--- src/rtl/maf_sched_if.sv ---
// Requester and maf-side bus of maf_sched.
// Handshake semantics: a requester raises req_vld[i] with its operands and
// keeps all of them stable until it observes req_gnt[i] high in the same
// cycle; that cycle is the acceptance. The maf side has no back-pressure:
// maf_op_vld is a one-cycle issue strobe, maf_res_rdy a one-cycle result
// strobe, and rsp_vld[i] a one-cycle response strobe qualifying rsp_res.
interface maf_sched_if #(
  parameter int NREQ = 4
);
  logic [NREQ-1:0]    req_vld;
  logic [NREQ-1:0]    req_nj_mode;
  logic [32*NREQ-1:0] req_a;
  logic [32*NREQ-1:0] req_b;
  logic [32*NREQ-1:0] req_c;
  logic [NREQ-1:0]    req_gnt;
  logic               maf_op_vld;
  logic               maf_nj_mode;
  logic [31:0]        maf_a;
  logic [31:0]        maf_b;
  logic [31:0]        maf_c;
  logic [31:0]        maf_res;
  logic               maf_res_rdy;
  logic [NREQ-1:0]    rsp_vld;
  logic [31:0]        rsp_res;

  // Scheduler view
  modport slave (
    input  req_vld, req_nj_mode, req_a, req_b, req_c, maf_res, maf_res_rdy,
    output req_gnt, maf_op_vld, maf_nj_mode, maf_a, maf_b, maf_c, rsp_vld, rsp_res
  );

  // Requesters plus maf view
  modport master (
    output req_vld, req_nj_mode, req_a, req_b, req_c, maf_res, maf_res_rdy,
    input  req_gnt, maf_op_vld, maf_nj_mode, maf_a, maf_b, maf_c, rsp_vld, rsp_res
  );
endinterface

--- src/rtl/maf_sched.sv ---
// maf_sched: round-robin scheduler sharing one fully pipelined maf between
// NREQ requesters. Accepted ops are registered onto the maf port, their
// owner tag travels down a MAF_LAT-deep tag pipeline, and the result is
// registered and strobed back to the owner MAF_LAT+2 cycles after acceptance.
// Optional build macro MAF_SCHED_CHK_EN: enables the sticky err flag that
// trips when maf_res_rdy disagrees with the tag pipeline head.
module maf_sched #(
  parameter int NREQ    = 4,
  parameter int MAF_LAT = 4,
  parameter int TAGW    = 2
) (
  input  logic       clk,
  input  logic       rst,
  maf_sched_if.slave bus,
  output logic       busy,
  output logic       err
);

  logic [TAGW-1:0]    ptr_q, ptr_d;
  logic               gnt_any;
  logic [TAGW-1:0]    gnt_idx;
  logic [NREQ-1:0]    gnt;
  int                 j;

  logic               op_vld_q;
  logic               nj_q;
  logic [31:0]        a_q, b_q, c_q;
  logic [TAGW-1:0]    iss_tag_q;

  logic [MAF_LAT-1:0] tvld_q;
  logic [TAGW-1:0]    ttag_q [MAF_LAT];
  logic               head_vld;
  logic [TAGW-1:0]    head_tag;

  logic [NREQ-1:0]    rsp_vld_q, rsp_vld_d;
  logic [31:0]        rsp_res_q;

  assign head_vld = tvld_q[MAF_LAT-1];
  assign head_tag = ttag_q[MAF_LAT-1];

  // Round-robin search starting at ptr; no grant at all while in reset
  always_comb begin
    gnt_any = 1'b0;
    gnt_idx = '0;
    j       = 0;
    for (int k = 0; k < NREQ; k++) begin
      j = int'(ptr_q) + k;
      if (j >= NREQ) j = j - NREQ;
      if (!rst && !gnt_any && bus.req_vld[j]) begin
        gnt_any = 1'b1;
        gnt_idx = TAGW'(j);
      end
    end
  end

  // One-hot grant and the pointer that follows the winner
  always_comb begin
    gnt = '0;
    if (gnt_any) gnt[gnt_idx] = 1'b1;
    ptr_d = ptr_q;
    if (gnt_any) ptr_d = (gnt_idx == TAGW'(NREQ - 1)) ? '0 : gnt_idx + 1'b1;
  end

  // Response strobe steered to the owner of the head tag
  always_comb begin
    rsp_vld_d = '0;
    if (head_vld) rsp_vld_d[head_tag] = 1'b1;
  end

  // Arbitration pointer register
  always_ff @(posedge clk) begin
    if (rst) ptr_q <= '0;
    else     ptr_q <= ptr_d;
  end

  // Issue register: op strobe every cycle, operands held when idle
  always_ff @(posedge clk) begin
    if (rst) begin
      op_vld_q  <= 1'b0;
      nj_q      <= 1'b1;
      a_q       <= '0;
      b_q       <= '0;
      c_q       <= '0;
      iss_tag_q <= '0;
    end else begin
      op_vld_q <= gnt_any;
      if (gnt_any) begin
        nj_q      <= bus.req_nj_mode[gnt_idx];
        a_q       <= bus.req_a[32*gnt_idx +: 32];
        b_q       <= bus.req_b[32*gnt_idx +: 32];
        c_q       <= bus.req_c[32*gnt_idx +: 32];
        iss_tag_q <= gnt_idx;
      end
    end
  end

  // Tag pipeline valid bits; reset discards everything in flight
  always_ff @(posedge clk) begin
    if (rst) begin
      tvld_q <= '0;
    end else begin
      tvld_q[0] <= op_vld_q;
      for (int k = 1; k < MAF_LAT; k++) tvld_q[k] <= tvld_q[k-1];
    end
  end

  // Tag pipeline payload; only meaningful where the matching valid bit is set
  always_ff @(posedge clk) begin
    ttag_q[0] <= iss_tag_q;
    for (int k = 1; k < MAF_LAT; k++) ttag_q[k] <= ttag_q[k-1];
  end

  // Response register: capture maf result when the head stage is valid
  always_ff @(posedge clk) begin
    if (rst) begin
      rsp_vld_q <= '0;
      rsp_res_q <= '0;
    end else begin
      rsp_vld_q <= rsp_vld_d;
      if (head_vld) rsp_res_q <= bus.maf_res;
    end
  end

`ifdef MAF_SCHED_CHK_EN
  logic err_q;

  // Sticky check: maf result strobe must line up with the head tag
  always_ff @(posedge clk) begin
    if (rst) err_q <= 1'b0;
    else     err_q <= err_q | (bus.maf_res_rdy != head_vld);
  end

  assign err = err_q;
`else
  assign err = 1'b0;
`endif

  assign bus.req_gnt     = gnt;
  assign bus.maf_op_vld  = op_vld_q;
  assign bus.maf_nj_mode = nj_q;
  assign bus.maf_a       = a_q;
  assign bus.maf_b       = b_q;
  assign bus.maf_c       = c_q;
  assign bus.rsp_vld     = rsp_vld_q;
  assign bus.rsp_res     = rsp_res_q;
  assign busy            = op_vld_q | (|tvld_q);

endmodule

--- src/flat_wrapper.sv ---
// flat-port wrapper written by rule: the top's interface ports become plain ports
module maf_sched_flat 
#(
  parameter int NREQ    = 4,
  parameter int MAF_LAT = 4,
  parameter int TAGW    = 2
)
  (clk, rst, busy, err, bus_req_vld, bus_req_nj_mode, bus_req_a, bus_req_b, bus_req_c, bus_maf_res, bus_maf_res_rdy, bus_req_gnt, bus_maf_op_vld, bus_maf_nj_mode, bus_maf_a, bus_maf_b, bus_maf_c, bus_rsp_vld, bus_rsp_res);
  maf_sched_if #(.NREQ(NREQ)) bus_i ();
  input  logic clk;
  input  logic rst;
  output logic busy;
  output logic err;
  input wire logic [$bits(bus_i.req_vld)-1:0] bus_req_vld;
  input wire logic [$bits(bus_i.req_nj_mode)-1:0] bus_req_nj_mode;
  input wire logic [$bits(bus_i.req_a)-1:0] bus_req_a;
  input wire logic [$bits(bus_i.req_b)-1:0] bus_req_b;
  input wire logic [$bits(bus_i.req_c)-1:0] bus_req_c;
  input wire logic [$bits(bus_i.maf_res)-1:0] bus_maf_res;
  input wire logic [$bits(bus_i.maf_res_rdy)-1:0] bus_maf_res_rdy;
  output wire logic [$bits(bus_i.req_gnt)-1:0] bus_req_gnt;
  output wire logic [$bits(bus_i.maf_op_vld)-1:0] bus_maf_op_vld;
  output wire logic [$bits(bus_i.maf_nj_mode)-1:0] bus_maf_nj_mode;
  output wire logic [$bits(bus_i.maf_a)-1:0] bus_maf_a;
  output wire logic [$bits(bus_i.maf_b)-1:0] bus_maf_b;
  output wire logic [$bits(bus_i.maf_c)-1:0] bus_maf_c;
  output wire logic [$bits(bus_i.rsp_vld)-1:0] bus_rsp_vld;
  output wire logic [$bits(bus_i.rsp_res)-1:0] bus_rsp_res;
  assign bus_i.req_vld = bus_req_vld;
  assign bus_i.req_nj_mode = bus_req_nj_mode;
  assign bus_i.req_a = bus_req_a;
  assign bus_i.req_b = bus_req_b;
  assign bus_i.req_c = bus_req_c;
  assign bus_i.maf_res = bus_maf_res;
  assign bus_i.maf_res_rdy = bus_maf_res_rdy;
  assign bus_req_gnt = bus_i.req_gnt;
  assign bus_maf_op_vld = bus_i.maf_op_vld;
  assign bus_maf_nj_mode = bus_i.maf_nj_mode;
  assign bus_maf_a = bus_i.maf_a;
  assign bus_maf_b = bus_i.maf_b;
  assign bus_maf_c = bus_i.maf_c;
  assign bus_rsp_vld = bus_i.rsp_vld;
  assign bus_rsp_res = bus_i.rsp_res;
  maf_sched #(.NREQ(NREQ), .MAF_LAT(MAF_LAT), .TAGW(TAGW)) u_core (.clk(clk), .rst(rst), .bus(bus_i), .busy(busy), .err(err));
endmodule
--- config.mk ---
export PLATFORM = sky130hd
export DESIGN_NAME = maf_sched_flat
export DESIGN_NICKNAME = d
export VERILOG_FILES = /design/src/rtl/maf_sched_if.sv /design/src/rtl/maf_sched.sv /design/src/flat_wrapper.sv
export SDC_FILE = /design/constraint.sdc
export NUM_CORES = 1
export LEC_CHECK = 0
export ABC_AREA = 1
export CAP_MARGIN = 5
export CORE_AREA = 2 2 223 225
export CTS_BUF_LIST = sky130_fd_sc_hd__clkbuf_8
export CTS_CLUSTER_SIZE = 12
export DETAILED_ROUTE_END_ITERATION = 8
export DIE_AREA = 0 0 225 227
export PLACE_DENSITY = 0.47
export SETUP_SLACK_MARGIN = 0.4
export SLEW_MARGIN = 20
export SYNTH_ARGS = -nofsm -noshare
export SYNTH_HDL_FRONTEND = slang
export SYNTH_SLANG_ARGS = --single-unit
--- constraint.sdc ---
create_clock -name clk -period 4.4 [get_ports clk]
set_clock_uncertainty 0.2 [all_clocks]
set_input_delay 1.32 -clock clk [delete_from_list [all_inputs] [get_ports clk]]
set_output_delay 1.32 -clock clk [all_outputs]
set_load 0.02 [all_outputs]
==> qor.yml <==
status:
  outcome: "finished, final reports clean"
global_routing:
  grt_pass1_vias: 12500
  track_usage: 0.192
  antenna_found_initial: 7
  overflow: 0
  grt_pass1_wl_um: 74600
  grt_max_degree: 166
clocking:
  insertion_delay_ns: 0.55
  cts_buffers: 17
  clock-root-buffer: "clkbuf_8"
  h-tree-depth: 4
  cts.clk_slew.worst_paths_ns: 0.10
  cts_sinks: 150
  cts_tree: "yes"
  clockBufferDepth: 2
  cts_hold_buffers: 0
setup_path:
  endpoint_kind: "output port"
  start_kind: "primary input"
  critPathKind: "in -> out"
  worstRegToRegCells: 17
  worstPathRequired_ns: 2.88
  arrival_ns: 2.73
  crit_fanout: 5
detailed_routing:
  wl_per_cell_um: 17.4
  drt_iter0_drc: 721
  postRouteAntennaNets: 0
  drc_errors: 0
  dr.pass1.iters: 5
  routed_wl_um: 50400
  vias: 12600
  vias_per_cell: 4.37
power_and_ir_drop:
  p_clk_frac: 0.119
  swShare: 0.524
  power.total_uw: 9400
  p_leak_uw: 0.00840
  combPwrFrac: 0.673
  peakVddDrop_uv: 466
  power.density_nw_per_um2: 564
  p_int_uw: 4480
  power_switching_uw: 4920
  seqPwrFrac: 0.209
floorplan:
  core_area_um2: 48500
  ioPinCount: 567
  die_area_um2: 51100
  rows: 81
  chipWidth_um: 225
  initial_core_util: 0.207
  die_h_um: 227
yosys:
  yosys_warnings: 0
  synth-seq-cells: 150
  syn_nets: 2190
  syn_inst: 1763
  yosys.area.top_type_share: 0.299
  yosysTopAreaCell: "dfxtp_1"
  synthTopCellsByArea: "dfxtp_1, nand2_1, nand3_1, inv_1, o21ai_0"
  synthDistinctLibCells: 28
  post_synth.cell_area_avg_um2: 5.69
  syn_area_um2: 10000
  yosysSeqAreaShare: 0.299
sta:
  finalCritPeriodShare: 0.966
  tightestPinTransition_ns: 0.834
  fmax_mhz: 235
  maxSlewViolCount: 0
  setup_violations: 0
  rsz0062_at_grt: "yes"
  postLayoutSetupSlackWorst_ns: 0.151
  slew_headroom: 0.444
  finalHoldViolCount: 0
  fin_crit_ns: 4.25
placed_design:
  pre_cts_ws_ns: -0.770
  hpwl_um: 36100
  port_buffers: 564
  gp_congestion: 0.836
min_path:
  hold_class: "reg -> reg"
  hold_depth: 0
finish:
  layout_common_cells: "nand2_1, clkdlybuf4s50_1, nand3_1"
  area_growth_pct: 66.3
  nNetsFinal: 2677
  final_common_cell: "nand2_1"
  drive_above_1_share: 0.0694
  fill_cells: 5416
flow_run:
  cap_violations: 0
-- metrics by stage --
| step | setup TNS [ns] | cell area, µm² | std cells | utilization | hold slack, ns |
|---|---|---|---|---|---|
| after floorplan | 0 | 10100 | 1763 | - | 0.110 |
| after global placement | -31.20 | 16200 | 2846 | 0.333 | 0.111 |
| after detailed placement | -32.44 | 16200 | 2846 | 0.333 | 0.114 |
| after CTS | 0 | 16600 | 2884 | 0.342 | 0.137 |
| after global routing | 0 | 16700 | 2889 | 0.343 | 0.142 |
| final | 0 | 16700 | 2890 | 0.343 | 0.135 |
-- cells in the mapped netlist (all sizes together) --
| master | n |
|---|---|
| a211oi | 1 |
| a21oi | 1 |
| a31oi | 1 |
| buf | 98 |
| clkbuf | 41 |
| clkinv | 1 |
| conb | 1 |
| dfxtp | 150 |
| inv | 213 |
| nand2 | 643 |
| nand3 | 396 |
| nand4 | 2 |
| nor2 | 77 |
| nor3 | 6 |
| o21ai | 130 |
| o21bai | 1 |
| or2 | 1 |
-- state kept, by name, indices dropped and copies added, names as in the netlist --
register                cells
u_core.bus.maf_c           32
u_core.bus.maf_op_vld       1
u_core.tvld_q               4
u_core.ttag_q               8
u_core.bus.maf_a           32
u_core.ptr_q                2
u_core.bus.rsp_vld          4
u_core.bus.maf_b           32
u_core.bus.rsp_res         32
u_core.iss_tag_q            2
u_core.bus.maf_nj_mode      1
-- logic make-up (layout without fill, tap and decap cells) --
| family | count (synthesis) | count (layout) | share of synthesized area |
|---|---|---|---|
| AO/OA/AOI/OAI | 134 | 134 | 0.0690 |
| buffers and inverters | 353 | 853 | 0.152 |
| flip-flops | 150 | 150 | 0.299 |
| other | 1 | 6 | 0.000374 |
| AND/OR/NAND/NOR | 1125 | 1125 | 0.479 |
-- power groups by stage --
stage	clock network [µW]	logic, µW	registers, µW
2_1_floorplan	0	3620	2360
3_3_place_gp	0	6340	1980
3_5_place_dp	0	6340	1990
4_1_cts	1180	6420	1970
5_1_grt	1230	7060	2020
6_report	1110	6320	1960
-- worst paths after layout --
kind,endpoint,slack (ns),start
max,bus_req_gnt[3],0.15,bus_req_vld[3]
min,u_core.ttag_q[1][0]$_DFF_P_,0.13,u_core.ttag_q[0][0]$_DFF_P_
max reg2reg,u_core.bus.maf_c[6]$_SDFFE_PP0P_,0.73,u_core.ptr_q[0]$_SDFFE_PP0P_
min reg2reg,u_core.ttag_q[1][0]$_DFF_P_,0.13,u_core.ttag_q[0][0]$_DFF_P_
-- routing by layer --
layer	GRT usage	vias to the layer above	wire, µm
met3	0.0621	62	3950
met5	0	-	30
met4	0.0694	4	1250
li1	-	6483	-
met2	0.331	405	24600
met1	0.223	5679	20600
-- worst max-delay path, stage by stage --
cell	delay, ns
buf_6	0.09
buf_6	0.12
inv_12	0.04
nand2_4	0.04
nand2_4	0.09
nand2_4	0.05
nand2_4	0.10
nand4_1	0.11
buf_4	0.16
nand2_2	0.05
nand2_2	0.06
nand2_4	0.11
inv_4	0.05
buf_6	0.11
nor2_4	0.08
buf_6	0.13
-- repair_timing --
action	CTS	global route
hold endpoints to repair	0	0
endpoints found under the setup margin	68	18
resized for setup	47	4
buffers inserted	6	0
pin swaps	10	6
-- area by class of cell --
cell class	count	area, µm²	area share
clock buffers	18	248	0.0149
multi-input cells	1260	5610	0.336
well taps	622	778	0.0467
clock inverters	14	135	0.00810
flip-flops and latches	150	3000	0.180
repair buffers	607	6050	0.363
diodes	5	12.5	0.000750
inverters	214	842	0.0505
Power figures use the tool's default switching activity.
